<file path="config.mk">
export PLATFORM = sky130hd
export DESIGN_NAME = led_seq
export DESIGN_NICKNAME = d
export VERILOG_FILES = /design/src/rtl/led_seq.sv
export SDC_FILE = /design/constraint.sdc
export NUM_CORES = 1
export LEC_CHECK = 0
export CAP_MARGIN = 10
export CORE_UTILIZATION = 45
export CTS_CLUSTER_SIZE = 16
export DETAILED_ROUTE_END_ITERATION = 12
export GPL_ROUTABILITY_DRIVEN = 0
export HOLD_SLACK_MARGIN = 0.02
export PLACE_DENSITY = 0.79
export REMOVE_ABC_BUFFERS = 1
export SLEW_MARGIN = 10
export SYNTH_ARGS = -nofsm -noshare
export SYNTH_HDL_FRONTEND = slang
export SYNTH_SLANG_ARGS = --single-unit
</file>
<file path="constraint.sdc">
create_clock -name clk -period 3.3 [get_ports clk]
set_input_delay 0.66 -clock clk [delete_from_list [all_inputs] [get_ports clk]]
set_output_delay 0.66 -clock clk [all_outputs]
set_load 0.1 [all_outputs]
</file>
<file path="src/rtl/led_seq.sv">
// LED pattern sequencer: static, blink, chase and bounce frames at a programmable step rate.
// Optional PWM brightness gating is enabled by defining LED_SEQ_PWM_EN.
module led_seq #(
  parameter int LED_NUM = 4,
  parameter int CNT_W   = 24
) (
  input  logic             clk,
  input  logic             reset,
  input  logic             enable,
  input  logic [1:0]       mode,
  input  logic [CNT_W-1:0] period,
  input  logic [31:0]      pattern,
`ifdef LED_SEQ_PWM_EN
  input  logic [7:0]       brightness,
`endif
  output logic [31:0]      led_state,
  output logic             step,
  output logic             busy
);

  typedef enum logic {
    S_IDLE,
    S_RUN
  } state_t;

  typedef enum logic [1:0] {
    M_STATIC = 2'd0,
    M_BLINK  = 2'd1,
    M_CHASE  = 2'd2,
    M_BOUNCE = 2'd3
  } mode_t;

  localparam logic [31:0] MASK =
    (LED_NUM >= 32) ? 32'hFFFF_FFFF
                    : ((32'd1 << LED_NUM) - 32'd1);
  localparam logic [4:0] LAST = 5'(LED_NUM - 1);

  state_t           r_state;
  mode_t            r_mode;
  logic [CNT_W-1:0] r_cnt;
  logic [4:0]       r_pos;
  logic             r_down;
  logic             r_off;
  logic             r_start;
  logic [31:0]      r_led;
  logic             r_step;
  logic             r_busy;

  logic             w_tick;
  logic             w_adv;
  logic [4:0]       w_pos_n;
  logic             w_down_n;
  logic             w_off_n;
  logic [31:0]      w_frame;
  logic             w_gate;

  assign w_tick = (r_cnt == period);
  // The first cycle after a (re)start shows position 0 without advancing.
  assign w_adv  = w_tick & ~r_start;

  always_comb begin
    w_pos_n  = r_pos;
    w_down_n = r_down;
    w_off_n  = r_off;
    if (w_adv) begin
      unique case (r_mode)
        M_BLINK: w_off_n = ~r_off;
        M_CHASE: w_pos_n = (r_pos == LAST) ? 5'd0 : r_pos + 5'd1;
        M_BOUNCE: begin
          if (LED_NUM > 1) begin
            if (!r_down) begin
              if (r_pos == LAST) begin
                w_pos_n  = r_pos - 5'd1;
                w_down_n = 1'b1;
              end else begin
                w_pos_n = r_pos + 5'd1;
              end
            end else begin
              if (r_pos == 5'd0) begin
                w_pos_n  = 5'd1;
                w_down_n = 1'b0;
              end else begin
                w_pos_n = r_pos - 5'd1;
              end
            end
          end
        end
        default: ;
      endcase
    end
  end

  always_comb begin
    w_frame = '0;
    unique case (r_mode)
      M_STATIC: w_frame = pattern & MASK;
      M_BLINK:  w_frame = w_off_n ? 32'd0 : (pattern & MASK);
      default:  w_frame = (32'd1 << w_pos_n) & MASK;
    endcase
  end

`ifdef LED_SEQ_PWM_EN
  logic [7:0] r_pwm;

  always_ff @(posedge clk or posedge reset) begin
    if (reset) r_pwm <= '0;
    else       r_pwm <= r_pwm + 8'd1;
  end

  assign w_gate = (r_pwm < brightness);
`else
  assign w_gate = 1'b1;
`endif

  always_ff @(posedge clk or posedge reset) begin
    if (reset) begin
      r_state <= S_IDLE;
      r_mode  <= M_STATIC;
      r_cnt   <= '0;
      r_pos   <= '0;
      r_down  <= 1'b0;
      r_off   <= 1'b0;
      r_start <= 1'b0;
      r_led   <= '0;
      r_step  <= 1'b0;
      r_busy  <= 1'b0;
    end else begin
      unique case (r_state)
        S_IDLE: begin
          r_led   <= '0;
          r_step  <= 1'b0;
          r_cnt   <= '0;
          r_pos   <= '0;
          r_down  <= 1'b0;
          r_off   <= 1'b0;
          if (enable) begin
            r_state <= S_RUN;
            r_busy  <= 1'b1;
            r_mode  <= mode_t'(mode);
            r_start <= 1'b1;
          end else begin
            r_busy  <= 1'b0;
            r_start <= 1'b0;
          end
        end
        S_RUN: begin
          if (!enable) begin
            r_state <= S_IDLE;
            r_busy  <= 1'b0;
            r_step  <= 1'b0;
            r_start <= 1'b0;
            r_cnt   <= '0;
            r_pos   <= '0;
            r_down  <= 1'b0;
            r_off   <= 1'b0;
          end else if (mode_t'(mode) != r_mode) begin
            r_mode  <= mode_t'(mode);
            r_start <= 1'b1;
            r_step  <= 1'b0;
            r_cnt   <= '0;
            r_pos   <= '0;
            r_down  <= 1'b0;
            r_off   <= 1'b0;
          end else begin
            r_start <= 1'b0;
            r_cnt   <= w_tick ? '0 : r_cnt + 1'b1;
            r_step  <= w_tick;
            r_pos   <= w_pos_n;
            r_down  <= w_down_n;
            r_off   <= w_off_n;
            r_led   <= w_gate ? w_frame : 32'd0;
          end
        end
        default: r_state <= S_IDLE;
      endcase
    end
  end

  assign led_state = r_led;
  assign step      = r_step;
  assign busy      = r_busy;

endmodule

</file>
# Word-level counts from Yosys, hierarchy flattened
# Cells that the tools add are included.
# word_totals
word_cells,80
in_bits,61
output_inout_bits,34
reg_bits,69
# op_classes
reduce_logical,5
n_eq_ne,13
bitwise_logic,4
addsub,3
muxes,44
shifts,1
# ops
op,n
$mux W24,3
$mux W32,2
$pmux W32 S2,1
$pmux W24 S2,1
$mux W5,7
$add A24 B1 Y24 const B,1
$eq A24 B24 Y1,1
$pmux W5 S2,2
$mux W1,17
$pmux W1 S2,5
$ne A2 B2 Y1 const B,4
$ne A4 B2 Y1 const B,2
$pmux W4 S2,1
$mux W2,3
$add A5 B1 Y5 const B,1
$eq A5 B2 Y1 const B,1
$logic_not A5 Y1,1
$shl A1 B5 Y4 const A,1
$sub A5 B1 Y5 const B,1
$eq A2 B2 Y1 const B,2
$mux W4,1
$pmux W2 S2,1
$reduce_and A2 Y1,2
$not A1 Y1,3
other kinds (6),6

# Longest topological paths before layout
# depth
ltp_word,10
mapped_depth,9
depth_no_buf,9

# Least setup slack after synthesis
# No wires, ideal clock.
# synth_timing
kind,register to register
start,register r_pos[0]
end,"register r_led[2], in the netlist led_state[2]"
stages_incl_launch_ff,10
period_less_slack_ps,2377
n_path_buf,0
arrival_ps,2285
setup_time_ps,92
path_slack_ps,923
required_time_ps,3208
path_cell_list,dfrtp_1 > inv_1 > ha_1 > or4b_4 > o2bb2ai_2 > a221oi_2 > o21a_1 > a31oi_1 > a211o_1 > o31ai_2
# synth_via
elab_chain_cells,10
word_cells_on_any_way,15
cone_classes,add/sub (2); eq/ne (1); shift (1); mux (10); reduce/logical (1)
# synth_lines
element,line,source
"start, declared",41,logic [4:0] r_pos;
"start signal, assigned",168,r_pos <= w_pos_n;
"$add A5 B1 Y5, or another cell as far along","68, 76",
"$mux W5, on equally long branches","72, 79",
$mux W5,71,if (!r_down) begin
$pmux W5 S2,66,unique case (r_mode)
$mux W5 *,65,if (w_adv) begin
$shl A1 B5 Y4 *,98,default: w_frame = (32'd1 << w_pos_n) & MASK;
$pmux W4 S2 *,95,unique case (r_mode)
$mux W32 *,156,end else if (mode_t'(mode) != r_mode) begin
$mux W32 *,147,if (!enable) begin
$pmux W32 S2 *,128,unique case (r_state)
"end signal, assigned",171,r_led <= w_gate ? w_frame : 32'd0;
"end, declared",45,logic [31:0] r_led;
# Every way passes the cells marked *; elsewhere a longest branch is shown, timed or not. The select of a mux whose other input is x is not followed.
# A chain may end at the register's enable or synchronous reset.

# Final worst setup path
# layout_timing
start,input period[21]
end,"register r_led[3], in the netlist led_state[3]"
# layout_via
elab_chain_cells,8
word_cells_on_any_way,10
cone_classes,eq/ne (1); shift (1); mux (7); bitwise (1)
# layout_lines
element,line,source
"start, declared",11,"input logic [CNT_W-1:0] period,"
$eq A24 B24 Y1 *,57,assign w_tick = (r_cnt == period);
$and A1 B1 Y1 *,59,assign w_adv = w_tick & ~r_start;
$mux W5 or $mux W1 (tied branches),65,
$shl A1 B5 Y4 or $mux W4 (tied branches),"98, 97",
$pmux W4 S2 *,95,
$mux W32 *,156,
$mux W32 *,147,
$pmux W32 S2 *,128,
# Marked as above.

==> metrics.cfg <==
[outcome]
status = completed

[synth]
muxShareOfSynthArea = 0.0131
synth-simple-area-share = 0.223
ys_seq_area_frac = 0.370
synth_compound_gate_area_share = 0.113
synth_cells = 307
post-synth-top-count-cell = dfrtp_1
synth_top_family_by_area = simple AND/OR/NAND/NOR gates
synth-edff-count = 0
synth_seq_cells = 41
synthTopCellsByCount = dfrtp_1 (41), nor2_1 (40), xor2_1 (35), buf_4 (30), nand2_1 (19)
synth.cell_area_um2 = 2770
avgSynthCellArea_um2 = 9.03
synth_flop_cell = dfrtp_1
ys_warn_count = 0
synth_top_area_frac = 0.370
yosysTopAreaCell = dfrtp_1
synthAdderAreaFrac = 0.0135
synth_xor_area_frac = 0.158
synth_cell_types = 54
synth_area_leaders = dfrtp_1 (37%), xor2_1 (11%), buf_4 (8.1%)
async_flop_share = 1.00

[clocking]
post-cts-setup-buffers = 0
clk_latency_ns = 0.29
cts_sinks = 41
cts_tree = done
ctsResizeCount = 0
cts_max_level = 2
cts_hold_buf = 0
cts.path.max_buffers = 2
cts_buffers = 5
path_clk_slew_ns = 0.08
cts_root_buffer = clkbuf_8

[finish]
diodes = 0
nets = 406
area_growth_pct = 14.9
final_area_um2 = 3190
drive_above_1_share = 0.0731
fin_util = 0.538
fillers = 544

[power]
pwr-share-clk = 0.292
internal_power_w = 0.000739
p_sw_w = 0.000391
pwr_density_cell_nw_per_um2 = 355
power_frac_comb = 0.243
seqPwrFrac = 0.464
swShare = 0.346
power.leakage_nw = 1.34
vdd.ir_drop.worst_mv = 0.259

[worst_setup_path]
required_ns = 3.53
critPathBufInv = 1
setup.worst_path.start_class = input port
worstSetupEndpointType = flip-flop
max_stage_delay_ns = 0.43
worst-setup-path-type = input port to flip-flop
path_delay_family = simple AND/OR/NAND/NOR gates
cp_slowest_cell = nor4_1
cp.arrival_ns = 3.14
critical_path.max_fanout = 4
path_cells = clkdlybuf4s50_1 -> xor2_1 -> nor4_1 -> nand4_1 -> nor4_2 -> a31oi_1 -> a211oi_1 -> a221o_1

[timing]
period_minus_slack_ns = 2.91
skew_ns = 0.00613
worst_pin_slew_ns = 0.618
rsz0062_at_grt = false
setup_violations = 0
timing.final.crit_share = 0.881
hold_viol_final = 0
setup_tns_ns = 0
drv_slew = 0
slew_headroom = 0.584
fmax_ghz = 0.344

[routing]
viasPerCell = 5.41
first_pass_iters = 4
post-route-drc-count = 0
via_count = 2254
drt_iter0_drc = 138
wirelength_mm = 5.62
wl_per_cell_um = 13.5
ant_nets = 0

[floorplan]
start_util = 0.468
rows = 28
dieArea_um2 = 6480
die_w_um = 80.5
io_pins = 95
core_area_um2 = 5920
dieHeight_um = 80.5

[placed_design]
postPlaceCellArea_um2 = 3100
port_buffers = 38
place_hpwl_mm = 4.26

[job]
maxCapViolations = 0

[global_routing]
grt_antenna_before_repair = 0
grt_max_degree = 42
overflow = 0
grt_pass1_wl_mm = 9.77
grt_usage = 0.193
grt_pass1_vias = 2164

[worst_hold_path]
hp-class = flip-flop to flip-flop

[power groups by stage]
stage | sequential [W] | clock [W] | combinational [W]
after detailed placement | 0.000535 | 0 | 0.000275
after floorplan | 0.000554 | 0 | 0.000188
after global placement | 0.000534 | 0 | 0.000272
final | 0.000525 | 0.000330 | 0.000275
after global routing | 0.000526 | 0.000364 | 0.000290
after CTS | 0.000524 | 0.000341 | 0.000276
[layer usage]
metal / GRT usage / wire length [um]
met5: 0 / 0
met3: 0.0375 / 234
met2: 0.347 / 3010
met1: 0.225 / 2270
met4: 0.0732 / 106
[kinds of logic after synthesis]
kind of cell             after synthesis
buffers and inverters                 48
AO/OA/AOI/OAI                         41
XOR/XNOR                              50
multiplexers                           3
flip-flops                            41
adder cells (fa/ha/maj)                3
other                                  1
AND/OR/NAND/NOR                      120
[path summary, 6_finish.rpt]
| kind | end | start | cells past startpoint | slack [ns] |
|---|---|---|---|---|
| setup / recovery | led_state[3]$_DFFE_PP0P_ | period[21] | 8 | 0.39 |
| hold / removal | r_start$_DFF_PP0_ | r_state$_DFF_PP0_ | 1 | 0.51 |
| setup reg to reg | led_state[3]$_DFFE_PP0P_ | r_pos[0]$_DFF_PP0_ | 9 | 0.56 |
| hold reg to reg | r_start$_DFF_PP0_ | r_state$_DFF_PP0_ | 1 | 0.51 |
| max in group asynchronous | r_pos[0]$_DFF_PP0_ | reset | 3 | 2.15 |
| min in group asynchronous | r_mode[0]$_DFFE_PP0P_ | reset | 3 | 0.79 |
[layout by cell type, fill, tap and decap left out, types with 7 or more instances in the layout]
master / count
nand4_1: 9
a21oi_1: 7
inv_1: 8
conb_1: 28
clkdlybuf4s50_1: 32
nand3_1: 12
nor2_1: 40
nand2_1: 19
dfrtp_1: 41
xor2_1: 35
buf_4: 8
xnor2_1: 15
and3_1: 9
[sequential cells by signal, summed over array words and instances, names as in the netlist]
register and flops:
r_start 1, step 1, led_state 4, r_down 1
busy 1, r_state 1, r_cnt 24, r_off 1
r_mode 2, r_pos 5
[worst reg2reg max path: cells and delay by family (launching register included)]
kind | cells | cell delay [ns]
fa+ha+maj | 1 | 0.26
buf+inv | 1 | 0.09
flops | 1 | 0.47
simple gates | 1 | 0.53
compound gates | 6 | 1.34
[stage by stage]
step	std cells	hold slack [ns]	setup slack (ns)	total power, W
6_report	417	0.512	0.392	0.00113
4_1_cts	417	0.509	0.409	0.00114
5_1_grt	417	0.536	0.277	0.00118
2_1_floorplan	294	0.462	0.914	0.000741
3_3_place_gp	410	0.489	0.111	0.000806
3_5_place_dp	410	0.496	0.102	0.000810
[final cells by class]
cell class / instances / area (um2) / area share
tap: 75 / 93.8 / 0.0294
timing repair buffer: 41 / 400 / 0.126
multi-input combinational: 245 / 1550 / 0.486
inverter: 8 / 30.0 / 0.00942
sequential: 41 / 1030 / 0.322
clock buffer: 7 / 86.3 / 0.0271
No activity file was read; power rests on OpenSTA's default activity.
